<file path="src/rtl/cpu_pkg.sv">
// Shared definitions for the control unit: ISA opcodes, control-word layout
// and microstep encodings.
package cpu_pkg;

   localparam int STEP_MAX = 4;
   localparam int STEP_W   = 3;

   typedef logic [STEP_W-1:0] step_t;

   localparam step_t T0 = 3'd0;
   localparam step_t T1 = 3'd1;
   localparam step_t T2 = 3'd2;
   localparam step_t T3 = 3'd3;
   localparam step_t T4 = step_t'(STEP_MAX);

   typedef enum logic [3:0] {
      OP_NOP = 4'h0,
      OP_LDA = 4'h1,
      OP_ADD = 4'h2,
      OP_SUB = 4'h3,
      OP_STA = 4'h4,
      OP_LDI = 4'h5,
      OP_JMP = 4'h6,
      OP_JC  = 4'h7,
      OP_JZ  = 4'h8,
      OP_OUT = 4'hE,
      OP_HLT = 4'hF
   } opcode_t;

   // Field order fixes the bit layout: hlt is bit 15, fi is bit 0.
   typedef struct packed {
      logic hlt;
      logic mi;
      logic ri;
      logic ro;
      logic io;
      logic ii;
      logic ai;
      logic ao;
      logic eo;
      logic su;
      logic bi;
      logic oi;
      logic ce;
      logic co;
      logic j;
      logic fi;
   } ctrl_t;

   localparam ctrl_t CTRL_HLT_ONLY = '{hlt: 1'b1, default: 1'b0};

   function automatic logic is_alu_op(input opcode_t op);
      return (op == OP_ADD) || (op == OP_SUB);
   endfunction

endpackage

</file>
<file path="src/rtl/microcode_rom.sv">
// Combinational microcode decode: control word and end-of-instruction flag
// for the current opcode, microstep and ALU flags.
module microcode_rom
   import cpu_pkg::*;
(
   input  logic [3:0]  opcode_i,
   input  step_t       step_i,
   input  logic        flag_carry_i,
   input  logic        flag_zero_i,
   output ctrl_t       word_o,
   output logic        last_step_o
);

   opcode_t op;
   assign op = opcode_t'(opcode_i);

   // NOTE: every output gets a default before the case so no path can
   // leave one unassigned and infer a latch.
   always_comb begin
      word_o      = '0;
      last_step_o = 1'b0;
      case (step_i)
         T0: begin
            word_o.co = 1'b1;
            word_o.mi = 1'b1;
         end
         T1: begin
            word_o.ro = 1'b1;
            word_o.ii = 1'b1;
            word_o.ce = 1'b1;
         end
         T2: begin
            last_step_o = 1'b1;
            case (op)
               OP_LDA, OP_STA, OP_ADD, OP_SUB: begin
                  word_o.io   = 1'b1;
                  word_o.mi   = 1'b1;
                  last_step_o = 1'b0;
               end
               OP_LDI: begin
                  word_o.io = 1'b1;
                  word_o.ai = 1'b1;
               end
               OP_JMP: begin
                  word_o.io = 1'b1;
                  word_o.j  = 1'b1;
               end
               // Conditional jumps look at the live flags during T2.
               OP_JC: begin
                  word_o.io = flag_carry_i;
                  word_o.j  = flag_carry_i;
               end
               OP_JZ: begin
                  word_o.io = flag_zero_i;
                  word_o.j  = flag_zero_i;
               end
               OP_OUT: begin
                  word_o.ao = 1'b1;
                  word_o.oi = 1'b1;
               end
               OP_HLT: begin
                  word_o.hlt = 1'b1;
               end
               default: ;
            endcase
         end
         T3: begin
            last_step_o = 1'b1;
            case (op)
               OP_LDA: begin
                  word_o.ro = 1'b1;
                  word_o.ai = 1'b1;
               end
               OP_STA: begin
                  word_o.ao = 1'b1;
                  word_o.ri = 1'b1;
               end
               OP_ADD, OP_SUB: begin
                  word_o.ro   = 1'b1;
                  word_o.bi   = 1'b1;
                  last_step_o = 1'b0;
               end
               default: ;
            endcase
         end
         T4: begin
            last_step_o = 1'b1;
            if (is_alu_op(op)) begin
               word_o.eo = 1'b1;
               word_o.ai = 1'b1;
               word_o.fi = 1'b1;
               word_o.su = (op == OP_SUB);
            end
         end
         // Unreachable step codes emit nothing and fall back to T0.
         default: last_step_o = 1'b1;
      endcase
   end

endmodule

</file>
<file path="src/rtl/control_unit.sv">
// Microcoded control unit: owns the microstep counter and sticky halt state,
// and drives the control word from the microcode ROM.
module control_unit
   import cpu_pkg::*;
(
   input  logic        clock,
   input  logic        reset,
   input  logic [3:0]  opcode,
   input  logic        flag_carry,
   input  logic        flag_zero,
   output ctrl_t       ctrl,
   output logic [2:0]  step,
   output logic        halted
);

   step_t step_q, step_d;
   logic  halted_q, halted_d;
   ctrl_t rom_word;
   logic  rom_last;

   microcode_rom u_rom (
      .opcode_i     (opcode),
      .step_i       (step_q),
      .flag_carry_i (flag_carry),
      .flag_zero_i  (flag_zero),
      .word_o       (rom_word),
      .last_step_o  (rom_last)
   );

   // The ROM only raises hlt at T2 of HLT, so it doubles as the halt request.
   always_comb begin
      step_d   = step_q;
      halted_d = halted_q;
      if (halted_q) begin
         step_d = step_q;
      end else if (rom_word.hlt) begin
         halted_d = 1'b1;
      end else if (rom_last || (step_q >= T4)) begin
         step_d = T0;
      end else begin
         step_d = step_q + 3'd1;
      end
   end

   // NOTE: state registers use non-blocking assignments so every flop
   // samples the pre-edge values regardless of statement order.
   always_ff @(posedge clock or posedge reset) begin
      if (reset) begin
         step_q   <= T0;
         halted_q <= 1'b0;
      end else begin
         step_q   <= step_d;
         halted_q <= halted_d;
      end
   end

   assign ctrl   = halted_q ? CTRL_HLT_ONLY : rom_word;
   assign step   = step_q;
   assign halted = halted_q;

endmodule

</file>
<file path="config.mk">
export PLATFORM = sky130hd
export DESIGN_NAME = control_unit
export DESIGN_NICKNAME = d
export VERILOG_FILES = /design/src/rtl/cpu_pkg.sv /design/src/rtl/microcode_rom.sv /design/src/rtl/control_unit.sv
export SDC_FILE = /design/constraint.sdc
export NUM_CORES = 1
export LEC_CHECK = 0
export BUFFER_PORTS_ARGS = -buffer_cell sky130_fd_sc_hd__buf_2
export CAP_MARGIN = 40
export CORE_AREA = 2 2 39 41
export DETAILED_ROUTE_END_ITERATION = 8
export DIE_AREA = 0 0 41 43
export GPL_TIMING_DRIVEN = 0
export PLACE_DENSITY = 0.76
export SYNTH_ARGS = -nofsm -noshare
export SYNTH_HDL_FRONTEND = slang
export SYNTH_SLANG_ARGS = --single-unit
</file>
<file path="constraint.sdc">
create_clock -name clock -period 3.7 [get_ports clock]
set_clock_uncertainty 0.05 [all_clocks]
set_input_delay 0.37 -clock clock [delete_from_list [all_inputs] [get_ports clock]]
set_output_delay 0.37 -clock clock [all_outputs]
set_load 0.02 [all_outputs]
</file>
==> flow_summary_export.csv, run 1 <==
group,metric,value,unit
synth,postSynthCellCount,67,
worst_setup_path,end_kind,"output pin",
sta,fin_crit_sh,0.601,
power_and_ir_drop,powerDensity,672,nW/um^2
clocking,cts_root_buf,"clkbuf_4",
global_route,grt_pass1_wl,2190,microns
clocking,cts_inserted_buffers,3,
sta,worst_pin_slew,0.355,ns
sta,drv_slew,0,
outcome,status,"completed",
route,post_drt_wl_per_cell,12.1,microns
floorplanning,boundaryPins,28,
worst_setup_path,crit_type,"flop to output pin",
clocking,clk_pin_slew_worst_paths,0.03,ns
sta,final-hold-violation-count,0,
floorplanning,start_util,0.407,
route,viasPerCell,5.37,
floorplanning,die_area,1760,sq um
route,drt-pass1-iter-count,2,
synth,syn_area,563,sq um
worst_setup_path,reg2regPathDepth,5,
clocking,cts_resized,0,
place,hpwlAfterDp,1100,microns
cells_and_area,drive_gt1_frac,0.402,
synth,synth_cell_type_count,36,
cells_and_area,final_cell_mix,"26 x buf_2, 9 x inv_1, 5 x ha_1",
worst_setup_path,startpoint_type,"flop",
route,wl,1360,microns
global_route,grt_max_degree,11,
synth,syn_area_per_cell,8.40,sq um
hold_path,hold_class,"input pin to asynchronous set/reset pin",
floorplanning,fp.dieW,41,microns
cells_and_area,layout.nets,112,
synth,synth_area_leaders,"dfrtp_1 18%, ha_1 11%, inv_1 6.0%",
synth,synth_edf_count,0,
route,drtIter0Drc,7,
global_route,grtUsageTotal,0.180,
synth,synth_warnings,0,
clocking,clkLatencyLatePin,0.23,ns
place,numPortBuffers,26,
cells_and_area,areaGrowthSynthToFinish,32.4,%
power_and_ir_drop,p_leak,0.000427,uW
sta,max_freq,450,MHz
synth,syn_nets,80,
worst_setup_path,r2r_slack,1.88,ns
cells_and_area,final_common_cell,"buf_2",
synth,async_reset_ff_frac,1.00,
synth,synth_top_area_frac,0.178,
synth,ys_seq_area_frac,0.178,
synth,ys_ff_latch,4,
sta,whs,0.508,ns
worst_setup_path,crit_fanout,5,
sta,rsz0062_at_grt,"no",
clocking,cts_sinks,4,
sta,max_slew_margin,0.762,
clocking,htree_levels,1,
route,ant_nets,0,
floorplanning,die_h,43,microns
worst_setup_path,cp_data_arrival_time,1.80,ns
cells_and_area,antenna_cells,0,
flow_run,maxCapViolCount,0,
global_route,first_global_vias,566,
route,drc,0,
place,routabilityCongestion,0.788,
route,via_count,607,
clocking,ctsLongestPathBuffers,2,
synth,synth_ff_type,"dfrtp_1",
sta,setup_tns,0,ns
global_route,grt-ovfl-total,0,
floorplanning,core,1380,sq um
clocking,cts_tree,"yes",
worst_setup_path,required,3.28,ns
synth,yosysTopAreaCell,"dfrtp_1",
global_route,antenna_found_initial,0,
sta,setup_viol,0,
floorplanning,std_cell_rows,14,
worst_setup_path,r2r_end,"step[0]",
power_and_ir_drop,ir_drop,0.453,mV
sta,period_needed,2.22,ns
worst_setup_path,r2r-start,"step[0]",
-- kinds of logic (layout without fill, tap and decap cells) --
family	after synthesis	in the layout	synth area share
AO/OA/AOI/OAI	17	17	0.256
flip-flops	4	4	0.178
adder cells (fa/ha/maj)	5	5	0.111
buffers and inverters	13	43	0.120
AND/OR/NAND/NOR	28	28	0.336
-- Yosys cell counts (all sizes together), types with 3 or more instances --
cell and instances:
o21ai 3, inv 9, dfrtp 4, nand3 3, buf 4, nand2 3, nor2 4, nor3b 4
ha 5
-- sequential cells by signal, summed over array words and instances (netlist names) --
name and cells:
halted 1, step 3
-- per-stage QoR --
step	instance area, sq um	std cells	setup slack [ns]	total power (uW)	util
5_1_grt	746	113	1.36	551	0.539
3_3_place_gp	713	109	1.71	439	0.515
4_1_cts	746	113	1.45	505	0.539
2_1_floorplan	563	67	1.59	345	-
6_report	746	113	1.48	501	0.539
3_5_place_dp	713	109	1.71	447	0.515
-- per-layer routing --
| layer | GRT usage | part of all wire | wire length (microns) |
|---|---|---|---|
| met2 | 0.281 | 0.48 | 647 |
| met1 | 0.209 | 0.46 | 621 |
| met3 | 0.0314 | 0.051 | 69 |
| met4 | 0.120 | 0.018 | 24 |
| met5 | 0 | 0 | 0 |
-- worst max-delay path: stages, from the launching register on --
cell and delay (ns):
dfrtp_1 0.40, ha_1 0.23, ha_1 0.23, nor3b_1 0.16, and3_1 0.20, a41o_1 0.20, buf_2 0.15
-- final cells by class --
| cell class | instances | area [sq um] |
|---|---|---|
| inverter | 9 | 33.8 |
| clock buffer | 3 | 22.5 |
| sequential | 4 | 100 |
| fill | 146 | 638 |
| buffer | 4 | 33.8 |
| tap | 16 | 20.0 |
| timing repair buffer | 27 | 140 |
| multi-input combinational | 50 | 395 |
-- power by group --
| part | internal, uW | leakage [uW] | total (uW) | switching (uW) |
|---|---|---|---|---|
| Combinational | 137 | 0.000362 | 354 | 217 |
| Sequential | 63.5 | 0.0000516 | 94.8 | 31.3 |
| Clock | 36.2 | 0.0000138 | 52.6 | 16.4 |
-- how the worst max path moves through the flow --
stage | endpoint | slack (ns) | start
after global placement | ctrl[8] | 1.71 | step[0]
after global routing | ctrl[8] | 1.36 | step[2]
after floorplan | ctrl[14] | 1.59 | step[0]
after detailed placement | ctrl[8] | 1.71 | step[0]
after CTS | ctrl[8] | 1.45 | step[0]
final | ctrl[8] | 1.48 | step[0]
-- what timing repair did --
item | CTS | global route
endpoints found under the hold margin | 4 | 0
hold buffers | 1 | 0
setup buffers | 0 | 0
setup endpoints to repair | 0 | 0
(Power assumes the default switching activity.)
==> run 2, diff against run 1 <==
--- a/config.mk
+++ b/config.mk
@@ -7,11 +7,11 @@
 export LEC_CHECK = 0
 export BUFFER_PORTS_ARGS = -buffer_cell sky130_fd_sc_hd__buf_2
 export CAP_MARGIN = 40
-export CORE_AREA = 2 2 39 41
+export CORE_MARGIN = 1.5
+export CORE_UTILIZATION = 39
 export DETAILED_ROUTE_END_ITERATION = 8
-export DIE_AREA = 0 0 41 43
 export GPL_TIMING_DRIVEN = 0
-export PLACE_DENSITY = 0.76
+export PLACE_DENSITY = 0.74
 export SYNTH_ARGS = -nofsm -noshare
 export SYNTH_HDL_FRONTEND = slang
 export SYNTH_SLANG_ARGS = --single-unit
==> constraint.sdc (replaced) <==
create_clock -name clock -period 2 [get_ports clock]
set_clock_uncertainty 0.05 [all_clocks]
set_input_delay 0.2 -clock clock [delete_from_list [all_inputs] [get_ports clock]]
set_output_delay 0.2 -clock clock [all_outputs]
set_load 0.02 [all_outputs]
==> run 2 against run 1 <==
Combinational power increased by 96%. Critical path type unchanged. Worst setup slack got worse by 1.5 ns. Sequential share of layout area decreased by 0.38 points. Sequential power increased by 88%. Routed wire length increased by 4.9%. Critical endpoint unchanged. Register-to-register slack got worse by 1.6 ns. Largest power group unchanged. Flip-flop and latch count unchanged. Clock power increased by 90%.
==> flow_summary_export.csv, run 2 (synthesis results as in run 1) <==
group,metric,value,unit
outcome,status,"completed",
cells_and_area,largest_register_ffs,3,
worst_setup_path,max_stage_delay,0.39,ns
worst_setup_path,path_cells,"ha_2 > ha_2 > nor3b_2 > and3_1 > a41o_1 > buf_2",
global_route,use_met2,0.344,
cells_and_area,multi_input_area,412,sq um
cells_and_area,layout.nets,114,
cells_and_area,finish.instance_area,777,sq um
global_route,grt-ovfl-total,0,
clocking,cts_inserted_buffers,3,
route,viasPerCell,5.28,
route,wl,1430,microns
worst_setup_path,end_kind,"output pin",
sta,final-hold-violation-count,0,
clocking,clkLatencyLatePin,0.23,ns
worst_setup_path,startpoint_type,"flop",
floorplanning,std_cell_rows,13,
cells_and_area,drive_gt1_frac,0.465,
global_route,antenna_found_initial,0,
clocking,cts_tree,"yes",
cells_and_area,seq_area,101,sq um
worst_setup_path,crit_top_cell,"ha_2",
power_and_ir_drop,ir_drop,0.733,mV
power_and_ir_drop,p_leak,0.000434,uW
global_route,grtUsageMet1,0.207,
global_route,use_met3,0.00543,
sta,fin_crit_sh,0.988,
cells_and_area,final_cell_mix,"26 x buf_2, 9 x inv_1, 5 x buf_4",
global_route,first_global_vias,505,
worst_setup_path,cp_data_arrival_time,1.73,ns
place,routabilityCongestion,0.742,
clocking,cts_root_buf,"clkbuf_4",
place,numPortBuffers,26,
floorplanning,die_h,41.0,microns
global_route,busiest_layer,"met2",
sta,whs,0.370,ns
clocking,clk_pin_slew_worst_paths,0.04,ns
sta,worst_pin_slew,0.319,ns
floorplanning,core,1320,sq um
floorplanning,fp.dieW,41.0,microns
sta,setup_viol,0,
clocking,htree_levels,1,
global_route,grt_max_degree,11,
cells_and_area,antenna_cells,0,
floorplanning,boundaryPins,28,
route,post_drt_wl_per_cell,12.5,microns
floorplanning,die_area,1680,sq um
sta,rsz0062_at_grt,"yes",
place,hpwlAfterDp,1060,microns
cells_and_area,areaGrowthSynthToFinish,38.0,%
worst_setup_path,crit_type,"flop to output pin",
global_route,grt_pass1_wl,2060,microns
route,ant_nets,0,
floorplanning,start_util,0.427,
clocking,cts_sinks,4,
worst_setup_path,crit_fanout,5,
sta,max_freq,506,MHz
hold_path,hold_class,"input pin to asynchronous set/reset pin",
place,placed_area,712,sq um
flow_run,maxCapViolCount,0,
cells_and_area,final_common_cell,"buf_2",
cells_and_area,fill_cells,144,
route,drtIter0Drc,8,
clocking,ctsLongestPathBuffers,2,
route,via_count,602,
power_and_ir_drop,powerDensity,1250,nW/um^2
route,drt-pass1-iter-count,2,
worst_setup_path,cp_slowest_cell,"dfrtp_1",
sta,drv_slew,0,
sta,max_slew_margin,0.788,
global_route,grtUsageTotal,0.178,
sta,period_needed,1.98,ns
worst_setup_path,required,1.75,ns
route,drc,0,
==> run 2: cell type report <==
| type | count | area share |
|---|---|---|
| tap | 15 | 0.0242 |
| inverter | 9 | 0.0435 |
| timing repair buffer | 29 | 0.200 |
| buffer | 4 | 0.0435 |
| sequential | 4 | 0.130 |
| clock buffer | 3 | 0.0290 |
| multi-input combinational | 50 | 0.530 |
==> run 2: critical path: cells and delay by family (launching register included) <==
family,cells,cell delay (ns)
and+or+nand+nor,2,0.37
buffers and inverters,1,0.15
adders and majority gates,2,0.39
AOI/OAI and AO/OA,1,0.20
DFF,1,0.39
==> run 2: power breakdown <==
part	switching [uW]	total, uW	internal [uW]	leakage, uW
Sequential	59.4	178	119	0.0000500
Combinational	415	694	280	0.000370
Clock	32.8	99.9	67.1	0.0000138
Total	507	973	466	0.000434
==> run 2: stage by stage <==
step	instances	setup TNS (ns)	setup slack [ns]	utilization	total power (uW)
floorplan	67	0	0.0622	-	638
global placement	108	0	0.180	0.540	816
detailed placement	108	0	0.170	0.540	827
CTS	114	0	0.00148	0.580	962
global route	114	-0.0784	-0.0560	0.590	1050
finish	114	0	0.0249	0.590	973
==> run 2: final timing paths <==
check | startpoint | endpoint | slack, ns | cells past startpoint
setup / recovery | step[0] | ctrl[8] | 0.02 | 6
setup reg to reg | step[1] | step[0] | 0.24 | 6
max in group asynchronous | reset | step[2] | 1.36 | 3
hold reg to reg | step[2] | step[2] | 0.56 | 2
hold / removal | reset | step[1] | 0.37 | 3
min in group clock | opcode[0] | halted | 0.37 | 3
==> run 2: repair_timing <==
| item | CTS | global route |
|---|---|---|
| hold endpoints to repair | 4 | 0 |
| endpoints found under the setup margin | 1 | 4 |
| buffers inserted | 2 | 0 |
| gates resized for setup | 2 | 3 |
| hold buffers | 1 | 0 |
==> run 2: layer usage <==
layer | share of wire | routed length [microns]
met4 | 0.014 | 20
met5 | 0 | 0
met2 | 0.49 | 704
met3 | 0.040 | 57
met1 | 0.45 | 647
==> run 3, diff against run 2 <==
--- a/config.mk
+++ b/config.mk
@@ -5,12 +5,15 @@
 export SDC_FILE = /design/constraint.sdc
 export NUM_CORES = 1
 export LEC_CHECK = 0
+export ABC_AREA = 1
+export ABC_CLOCK_PERIOD_IN_PS = 2000
 export BUFFER_PORTS_ARGS = -buffer_cell sky130_fd_sc_hd__buf_2
 export CAP_MARGIN = 40
 export CORE_MARGIN = 1.5
 export CORE_UTILIZATION = 39
 export DETAILED_ROUTE_END_ITERATION = 8
 export GPL_TIMING_DRIVEN = 0
+export MAX_ROUTING_LAYER = met4
 export PLACE_DENSITY = 0.74
 export SYNTH_ARGS = -nofsm -noshare
 export SYNTH_HDL_FRONTEND = slang
==> run 3 against run 2 <==
Die area down 1.4%. Routed wire length is 5.4% lower. Utilization fell by 1.3 points. Critical endpoint is now ctrl[9]. Largest power group is now clock.
==> flow_summary_export.csv, run 3 <==
group,metric,value,unit
flow_run,maxCapViolCount,0,
route,viasPerCell,4.84,
clocking,cts_tree,"yes",
cells_and_area,antenna_cells,0,
clocking,ctsLongestPathBuffers,2,
power_and_ir_drop,powerDensity,286,nW/um^2
worst_setup_path,cp-startpoint,"step[0]",
route,wl_met3,64,microns
power_and_ir_drop,pwr-share-comb,0.170,
synth,synth_warnings,0,
worst_setup_path,cp_data_arrival_time,1.60,ns
global_route,antenna_found_initial,0,
synth,yosys-top-cells-count,"18 x nand2_1, 16 x nor2_1, 11 x inv_1",
global_route,grt-ovfl-total,0,
floorplanning,std_cell_rows,13,
power_and_ir_drop,p_leak,0.000436,uW
outcome,status,"completed",
synth,synth_cell_type_count,20,
power_and_ir_drop,switching_power,55.2,uW
cells_and_area,layout.nets,139,
sta,max_slew_margin,0.831,
power_and_ir_drop,p_seq_frac,0.375,
route,wirelength_met1,641,microns
synth,postSynthCellCount,93,
cells_and_area,fill_cells,128,
route,post_drt_wl_per_cell,9.73,microns
floorplanning,start_util,0.421,
floorplanning,fp.dieW,40.7,microns
floorplanning,die_h,40.7,microns
worst_setup_path,cp_slowest_cell,"dfrtp_2",
worst_setup_path,cp_num_buf_inv,3,
route,drt-pass1-iter-count,4,
worst_setup_path,crit_type,"flop to output pin",
worst_setup_path,path_cells,"inv_1 > ha_2 > inv_1 > nor2_4 > o21ai_0 > a31oi_1 > buf_2",
worst_setup_path,cp_top_family,"flip-flops",
route,route.top_layer_used,"met3",
synth,syn_nets,106,
floorplanning,boundaryPins,28,
synth,ys_ff_latch,4,
synth,async_reset_ff_frac,1.00,
synth,yosysMostFrequentCell,"nand2_1",
global_route,grt_max_degree,9,
clocking,clk_pin_slew_worst_paths,0.04,ns
route,drtIter0Drc,19,
route,drc,0,
global_route,grtUsageTotal,0.195,
clocking,cts_inserted_buffers,3,
route,wl_met2,646,microns
synth,ys_seq_area_frac,0.181,
route,ant_nets,0,
sta,max_freq,541,MHz
clocking,cts_sinks,4,
floorplanning,die_area,1660,sq um
place,numPortBuffers,27,
clocking,clkLatencyLatePin,0.24,ns
worst_setup_path,end_kind,"output pin",
cells_and_area,largest_register_ffs,3,
synth,synth_ff_type,"dfrtp_1",
cells_and_area,final_common_cell,"buf_2",
sta,whs,0.313,ns
power_and_ir_drop,intPower,162,uW
power_and_ir_drop,power.total,217,uW
cells_and_area,final_cell_mix,"27 x buf_2, 17 x nand2_1, 16 x nor2_1",
global_route,first_global_vias,506,
worst_setup_path,startpoint_type,"flop",
sta,worst_pin_slew,0.253,ns
synth,synth_top_area_frac,0.181,
synth,synth_area_leaders,"dfrtp_1 18%, nand2_1 12%, ha_1 11%",
sta,setup_viol,0,
hold_path,hp-start,"opcode[2]",
worst_setup_path,crit_top_cell,"inv_1",
clocking,cts_root_buf,"clkbuf_4",
synth,yosysTopAreaCell,"dfrtp_1",
worst_setup_path,required,1.75,ns
synth,syn_area_per_cell,5.96,sq um
synth,synth_edf_count,0,
hold_path,hold_class,"input pin to flop",
clocking,htree_levels,1,
floorplanning,core,1320,sq um
sta,drv_slew,0,
worst_setup_path,r2r-start,"step[0]",
place,hpwlAfterDp,1070,microns
synth,syn_area,554,sq um
place,routabilityCongestion,0.809,
worst_setup_path,crit_fanout,6,
worst_setup_path,max_stage_delay,0.43,ns
global_route,grt_pass1_wl,2080,microns
cells_and_area,areaGrowthSynthToFinish,37.0,%
sta,final-hold-violation-count,0,
cells_and_area,drive_gt1_frac,0.403,
power_and_ir_drop,clkPwrFrac,0.455,
power_and_ir_drop,ir_drop,0.267,mV
route,wl,1350,microns
power_and_ir_drop,switching_share,0.254,
sta,fin_crit_sh,0.923,
sta,period_needed,1.85,ns
route,via_count,673,
[run 3: cell types whose count changed in the layout (fill, tap and decap cells not counted), sizes merged, moves of 3 or more]
cell   delta
nor3b     -4
nor3      +3
nor2     +16
inv       +7
nand2    +20
nand3     +5
[run 3: cells by family (layout without fill, tap and decap cells)]
| group | count (synthesis) | in the layout | share of synthesized area |
|---|---|---|---|
| buffers and inverters | 19 | 50 | 0.144 |
| AND/OR/NAND/NOR | 56 | 56 | 0.463 |
| flip-flops | 4 | 4 | 0.181 |
| adder cells (fa/ha/maj) | 5 | 5 | 0.113 |
| AO/OA/AOI/OAI | 9 | 9 | 0.0993 |
[run 3: per-stage QoR]
| step | worst slack [ns] | instances | area, sq um | utilization | TNS, ns |
|---|---|---|---|---|---|
| floorplan | 0.245 | 93 | 554 | - | 0 |
| global placement | 0.304 | 135 | 708 | 0.538 | 0 |
| detailed placement | 0.292 | 135 | 708 | 0.538 | 0 |
| CTS | 0.0277 | 139 | 741 | 0.562 | 0 |
| global route | -0.0136 | 139 | 759 | 0.576 | -0.0136 |
| finish | 0.153 | 139 | 759 | 0.576 | 0 |
[run 3: power groups by stage]
stage	clock (uW)	combinational, uW	sequential [uW]
after detailed placement	0	34.9	82.4
after global placement	0	34.5	82.4
after floorplan	0	20.4	82.4
final	98.7	37.0	81.4
after global routing	113	41.9	81.3
after CTS	104	36.7	81.4
[run 3: repair_timing]
action	in CTS	in global routing
hold buffers	1	0
setup endpoints to repair	0	6
endpoints found under the hold margin	4	0
resized for setup	0	6
setup buffers	0	0
[run 3: cell type report]
class	count	area (sq um)	area share
tap	15	18.8	0.0247
clock buffer	3	22.5	0.0297
multi-input combinational	70	389	0.512
buffer	3	20.0	0.0264
inverter	16	60.1	0.0791
timing repair buffer	28	148	0.194
sequential	4	101	0.133
[run 3: path summary, 6_finish.rpt]
path,to,slack (ns),cells after the start
worst max-delay path,ctrl[9],0.15,7
worst min-delay path,halted,0.31,5
worst max register to register,step[1],0.48,6
worst min register to register,step[0],0.50,2
max in group asynchronous,step[0],1.39,3
min in group asynchronous,step[2],0.35,3
[run 3: worst register-to-register path, stage by stage (launching register included)]
cell,delay [ns]
dfrtp_2,0.43
ha_1,0.22
ha_1,0.22
a21boi_0,0.14
nor2_1,0.22
nand3_1,0.11
nand2_1,0.06
[run 3: per-layer routing]
| layer | vias to the layer above | GRT usage |
|---|---|---|
| met5 | - | - |
| met3 | 0 | 0.0978 |
| met4 | 0 | 0 |
| met1 | 296 | 0.259 |
| li1 | 356 | - |
| met2 | 21 | 0.282 |
